File: src/rtl/check_redun_pkg.sv
// Shared sizes and FSM state encodings for the receive-side redundancy checker.
// NS_REDUN_ERR_CNT_EN enables the dropped-message counter.
package check_redun_pkg;

  localparam int NS_REDUN_SIZE   = 4;
  localparam int NS_ADDRESS_SIZE = 4;
  localparam int NS_DATA_SIZE    = 4;
  localparam int NS_FULL_MSG_SZ  =
    2 * NS_ADDRESS_SIZE + NS_DATA_SIZE;

  typedef enum logic [2:0] {
    NS_CHKR_ST_IDLE   = 3'd0,
    NS_CHKR_ST_CHK    = 3'd1,
    NS_CHKR_ST_SND    = 3'd2,
    NS_CHKR_ST_SND_WT = 3'd3,
    NS_CHKR_ST_DROP   = 3'd4,
    NS_CHKR_ST_RLS    = 3'd5
  } chkr_st_t;

endpackage

File: src/rtl/check_redun_redun_gen.sv
// Combinational redundancy generator: one NAND-reduced slice per bit.
// The top bit also absorbs the remainder bits of the message.
module redun_gen #(
  parameter int RSZ = 4,
  parameter int MSZ = 12
) (
  input  logic [MSZ-1:0] full,
  output logic [RSZ-1:0] red
);

  localparam int PART_SZ = MSZ / RSZ;

  // Equal-size slices for the lower bits
  for (genvar ii = 0; ii < RSZ - 1; ii++) begin : g_part
    assign red[ii] =
      ~&full[(ii+1)*PART_SZ-1 -: PART_SZ];
  end

  // Top slice runs to the message MSB
  assign red[RSZ-1] =
    ~&full[MSZ-1 : (RSZ-1)*PART_SZ];

endmodule

File: src/rtl/check_redun.sv
// Redundancy checker: buffers a message, checks it, forwards or drops.
// NS_REDUN_ERR_CNT_EN builds the saturating dropped-message counter.
module check_redun
  import check_redun_pkg::*;
#(
  parameter int RSZ  = NS_REDUN_SIZE,
  parameter int ASZ  = NS_ADDRESS_SIZE,
  parameter int DSZ  = NS_DATA_SIZE,
  parameter int ECSZ = 8
) (
  input  logic            i_clk,
  input  logic            reset,
  input  logic [ASZ-1:0]  rcv0_src,
  input  logic [ASZ-1:0]  rcv0_dst,
  input  logic [DSZ-1:0]  rcv0_dat,
  input  logic [RSZ-1:0]  rcv0_red,
  input  logic            rcv0_req,
  output logic            rcv0_ack,
  output logic [ASZ-1:0]  snd0_src,
  output logic [ASZ-1:0]  snd0_dst,
  output logic [DSZ-1:0]  snd0_dat,
  output logic [RSZ-1:0]  snd0_red,
  output logic            snd0_req,
  input  logic            snd0_ack,
  output logic            redun_err,
  output logic [ECSZ-1:0] err_cnt
);

  localparam int MSZ = 2 * ASZ + DSZ;

  chkr_st_t st_q;
  chkr_st_t st_n;

  logic [ASZ-1:0] src_q;
  logic [ASZ-1:0] dst_q;
  logic [DSZ-1:0] dat_q;
  logic [RSZ-1:0] red_q;
  logic [RSZ-1:0] red_calc;
  logic           match;
  logic           drop_ev;

  redun_gen #(
    .RSZ (RSZ),
    .MSZ (MSZ)
  ) u_gen (
    .full ({src_q, dst_q, dat_q}),
    .red  (red_calc)
  );

  assign match   = (red_calc == red_q);
  assign drop_ev = (st_q == NS_CHKR_ST_CHK) && !match;

  assign snd0_src = src_q;
  assign snd0_dst = dst_q;
  assign snd0_dat = dat_q;
  assign snd0_red = red_q;

  // State register
  always_ff @(posedge i_clk or negedge reset) begin
    if (!reset) st_q <= NS_CHKR_ST_IDLE;
    else        st_q <= st_n;
  end

  // Next-state logic
  always_comb begin
    st_n = st_q;
    unique case (st_q)
      NS_CHKR_ST_IDLE:
        if (rcv0_req) st_n = NS_CHKR_ST_CHK;
      NS_CHKR_ST_CHK:
        st_n = match ? NS_CHKR_ST_SND
                     : NS_CHKR_ST_DROP;
      NS_CHKR_ST_SND:
        if (snd0_ack && snd0_req)
          st_n = NS_CHKR_ST_SND_WT;
      NS_CHKR_ST_SND_WT:
        if (!snd0_ack) st_n = NS_CHKR_ST_RLS;
      NS_CHKR_ST_DROP:
        st_n = NS_CHKR_ST_RLS;
      NS_CHKR_ST_RLS:
        if (!rcv0_req) st_n = NS_CHKR_ST_IDLE;
      default:
        st_n = NS_CHKR_ST_IDLE;
    endcase
  end

  // Handshake and error outputs, registered from the next state
  always_ff @(posedge i_clk or negedge reset) begin
    if (!reset) begin
      snd0_req  <= 1'b0;
      rcv0_ack  <= 1'b0;
      redun_err <= 1'b0;
    end else begin
      snd0_req  <= (st_q == NS_CHKR_ST_SND) &&
                   (st_n == NS_CHKR_ST_SND);
      rcv0_ack  <= (st_n == NS_CHKR_ST_RLS);
      redun_err <= (st_n == NS_CHKR_ST_DROP);
    end
  end

  // Message buffer, loaded only when a new request is accepted
  always_ff @(posedge i_clk or negedge reset) begin
    if (!reset) begin
      src_q <= '0;
      dst_q <= '0;
      dat_q <= '0;
      red_q <= '0;
    end else if (st_q == NS_CHKR_ST_IDLE && rcv0_req) begin
      src_q <= rcv0_src;
      dst_q <= rcv0_dst;
      dat_q <= rcv0_dat;
      red_q <= rcv0_red;
    end
  end

`ifdef NS_REDUN_ERR_CNT_EN
  // Saturating count of dropped messages
  always_ff @(posedge i_clk or negedge reset) begin
    if (!reset)
      err_cnt <= '0;
    else if (drop_ev && (err_cnt != '1))
      err_cnt <= err_cnt + ECSZ'(1);
  end
`else
  logic unused_drop;
  assign unused_drop = drop_ev;
  assign err_cnt     = '0;
`endif

endmodule

File: config.mk
export PLATFORM = sky130hd
export DESIGN_NAME = check_redun
export DESIGN_NICKNAME = d
export VERILOG_FILES = /design/src/rtl/check_redun_pkg.sv /design/src/rtl/check_redun_redun_gen.sv /design/src/rtl/check_redun.sv
export SDC_FILE = /design/constraint.sdc
export NUM_CORES = 1
export LEC_CHECK = 0
export ABC_AREA = 1
export BUFFER_PORTS_ARGS = -buffer_cell sky130_fd_sc_hd__clkbuf_2
export CORE_MARGIN = 2
export CORE_UTILIZATION = 49
export DETAILED_ROUTE_END_ITERATION = 8
export GPL_ROUTABILITY_DRIVEN = 0
export GPL_TIMING_DRIVEN = 0
export PLACE_DENSITY = 0.8
export SETUP_SLACK_MARGIN = 0.2
export SKIP_LAST_GASP = 1
export SYNTH_ARGS = -nofsm -noshare
export SYNTH_HDL_FRONTEND = slang
export SYNTH_SLANG_ARGS = --single-unit
File: constraint.sdc
create_clock -name i_clk -period 1.89 [get_ports i_clk]
set_input_delay 0.0945 -clock i_clk [delete_from_list [all_inputs] [get_ports i_clk]]
set_output_delay 0.0945 -clock i_clk [all_outputs]
set_load 0.02 [all_outputs]
==> impl_metrics.ini <==
[timing]
rsz0062_at_grt = false
drv_slew = 0
slew_headroom_pct = 63.82
setup_viol = 0
tightestPinTransition_ns = 0.5427
setup_tns_ns = 0
holdWs_ns = 0.01670
finalHoldViolations = 0
fmax_ghz = 0.7701
period_share_pct = 68.70
final.min_clock_period_ns = 1.299
finalClockSkew_ns = 0.002612

[drt]
avgViaCountPerCell = 4.819
ant_nets = 0
wirelength_um = 2354
wire_per_inst_um = 11.83
drt_iter0_drc = 27
drt_pre_antenna_iters = 4
num_vias = 959
drc = 0

[logic_synthesis]
syn-instance-count = 122
synth-seq-area-share_pct = 53.79
synth_top_area_share_pct = 53.79
synth_area_mm2 = 0.001023
ys_types = 16
synthFlopType = dfrtp_1
synth.area.top_cells = dfrtp_1 54%, nand2_1 14%, nand3_1 8.8%
yosysMostFrequentCell = nand2_1
synth_edf_count = 0
synth_seq_cells = 22
post-synth-top-area-cell = dfrtp_1
yosysWarnings = 0
postSynth.asyncResetShare_pct = 100.0
syn_avg_cell_area_um2 = 8.389
synth_common_cells = 39 x nand2_1, 22 x dfrtp_1, 18 x nand3_1

[power]
power_density_mw_per_mm2 = 1621
p_int_uw = 1108
p_total_uw = 2134
p_clk_share_pct = 9.5
combPwrFrac_pct = 48.1
power.switching_uw = 1026
peakVddDrop_mv = 0.8625
swShare_pct = 48.06
power_frac_seq_pct = 42.4
leakage_uw = 0.0007659

[place]
post-place-cells = 194
io_buffers = 38
dpl.hpwl_um = 1702
place_area_mm2 = 0.001274

[global_routing]
grt_use_met2_pct = 32.89
grt_busiest_layer = met2
grt_pass1_wl_um = 3905
grt-ovfl-total = 0
grt_pass1_vias = 924
track_usage_pct = 20.77
met3_usage_pct = 2.424
use_met1_pct = 26.91
antenna_found_initial = 0
grt_max_degree = 23

[critical_path]
cp-start-kind = register
worstPathMaxFanout = 10
critical-path-top-delay-family = simple AND/OR/NAND/NOR gates
arrival_ns = 1.49
cp_slowest_stage_delay_ns = 0.46
critical_path_buf_inv_count = 1
cp.required_ns = 2.08
endpoint_kind = register
path_class = reg2reg
crit_chain = nor3_4, nand2_1, buf_2, nor2_1, a21oi_1
crit_slowest_cell = dfrtp_1

[final_layout]
design_area_mm2 = 0.001316
fin_nets = 194
final_layout_size_suffix_gt1_share_pct = 31.40
fillCellCount = 187
multi_input_area_um2 = 390.4
antennaDiodeCount = 0
area_delta_synth_final_pct = 28.61
seq_area_um2 = 550.5
final_cells = 199

[run]
maxCapViolations = 0

[clock_network]
cts_buffers = 3
tritoncts = yes
clk_latency_ns = 0.30
clk_pin_slew_ns = 0.11
post_cts_buffers = 0
cts-root-buf = clkbuf_4
cts.sinks = 22
cts_resized = 0
h-tree-depth = 1
cts_buffer_depth = 2

[hold_path]
hp-class = in2reg

[floorplan]
rows = 16
die_y_um = 49.70
ios = 47
die_w_um = 49.70
core_area_mm2 = 0.001962
start_util_pct = 52.17
fp.dieArea_mm2 = 0.002470

[outcome]
status = finished, final reports clean
==> flip-flops by register name, indices dropped and copies added (netlist names) <==
register and flops:
snd0_dat 4, snd0_dst 4, snd0_red 4, snd0_src 4, st_q 3, rcv0_ack 1
redun_err 1, snd0_req 1
==> cells by family after synthesis <==
group                  count (synthesis)  share of synthesized area [%]
AO/OA/AOI/OAI                          7                          4.034
buffers and inverters                 20                          10.64
flip-flops                            22                          53.79
other                                  1                         0.3664
AND/OR/NAND/NOR                       72                          31.17
==> cells in the final DEF (no fill, tap or decap) <==
master,Yosys,routed
nand4_1,5,5
nor2_1,8,8
nand2_1,39,39
buf_4,8,8
buf_2,3,3
o211ai_1,1,1
conb_1,1,8
nor3_1,1,1
dfrtp_1,22,22
o21ai_0,1,1
clkbuf_1,1,1
clkbuf_4,0,3
o21ai_2,1,1
clkbuf_2,0,38
nand3_1,18,18
inv_1,8,8
dlygate4sd3_1,0,2
nor3_4,1,1
a21oi_1,4,4
==> worst reg2reg max path, delay by kind of cell, from the launching register on <==
family                 cells  cell delay (ns)
AND/OR/NAND/NOR            3             0.48
flip-flops                 1             0.46
buffers and inverters      1             0.20
AO/OA/AOI/OAI              1             0.05
==> stage by stage <==
step           setup WS [ns]  utilization [%]
3_3_place_gp          0.6750            64.92
4_1_cts               0.5895            67.09
6_report              0.5915            67.09
5_1_grt               0.4849            67.09
2_1_floorplan         0.7803                -
3_5_place_dp          0.6264            64.92
==> final cells by class <==
cell class                 count  area share [%]
timing repair buffer          40           15.97
buffer                        12           5.989
inverter                       8           2.281
tap                           27           2.567
sequential                    22           41.83
multi-input combinational     87           29.66
clock buffer                   3           1.711
==> path summary, 6_finish.rpt <==
kind                             start          end  slack, ns  depth (start not counted)
max in group asynchronous        reset     rcv0_ack       1.18                          2
min in group asynchronous        reset  snd0_dat[0]       0.35                          2
max reg2reg                    st_q[2]  snd0_red[3]       0.59                          5
max                            st_q[2]  snd0_red[3]       0.59                          5
min                        rcv0_src[1]  snd0_src[1]       0.02                          3
min reg2reg                snd0_src[2]  snd0_src[2]       0.55                          2
==> routing by layer <==
layer  part of all wire (%)  vias to the layer above
met5                      0                        -
met1                     42                      430
met4                    4.0                        0
met3                    5.0                       12
li1                       -                      477
met2                     49                       40
==> power groups by stage <==
stage	clock network [uW]	registers [uW]	logic (uW)
global placement	0	884	990
global route	225	936	1150
floorplan	0	1090	481
CTS	207	899	1030
finish	202	905	1030
detailed placement	0	905	1020
==> what timing repair did <==
item,CTS,global route
hold buffers,2,0
setup endpoints to repair,0,0
endpoints found under the hold margin,23,0
(Power assumes the default switching activity.)
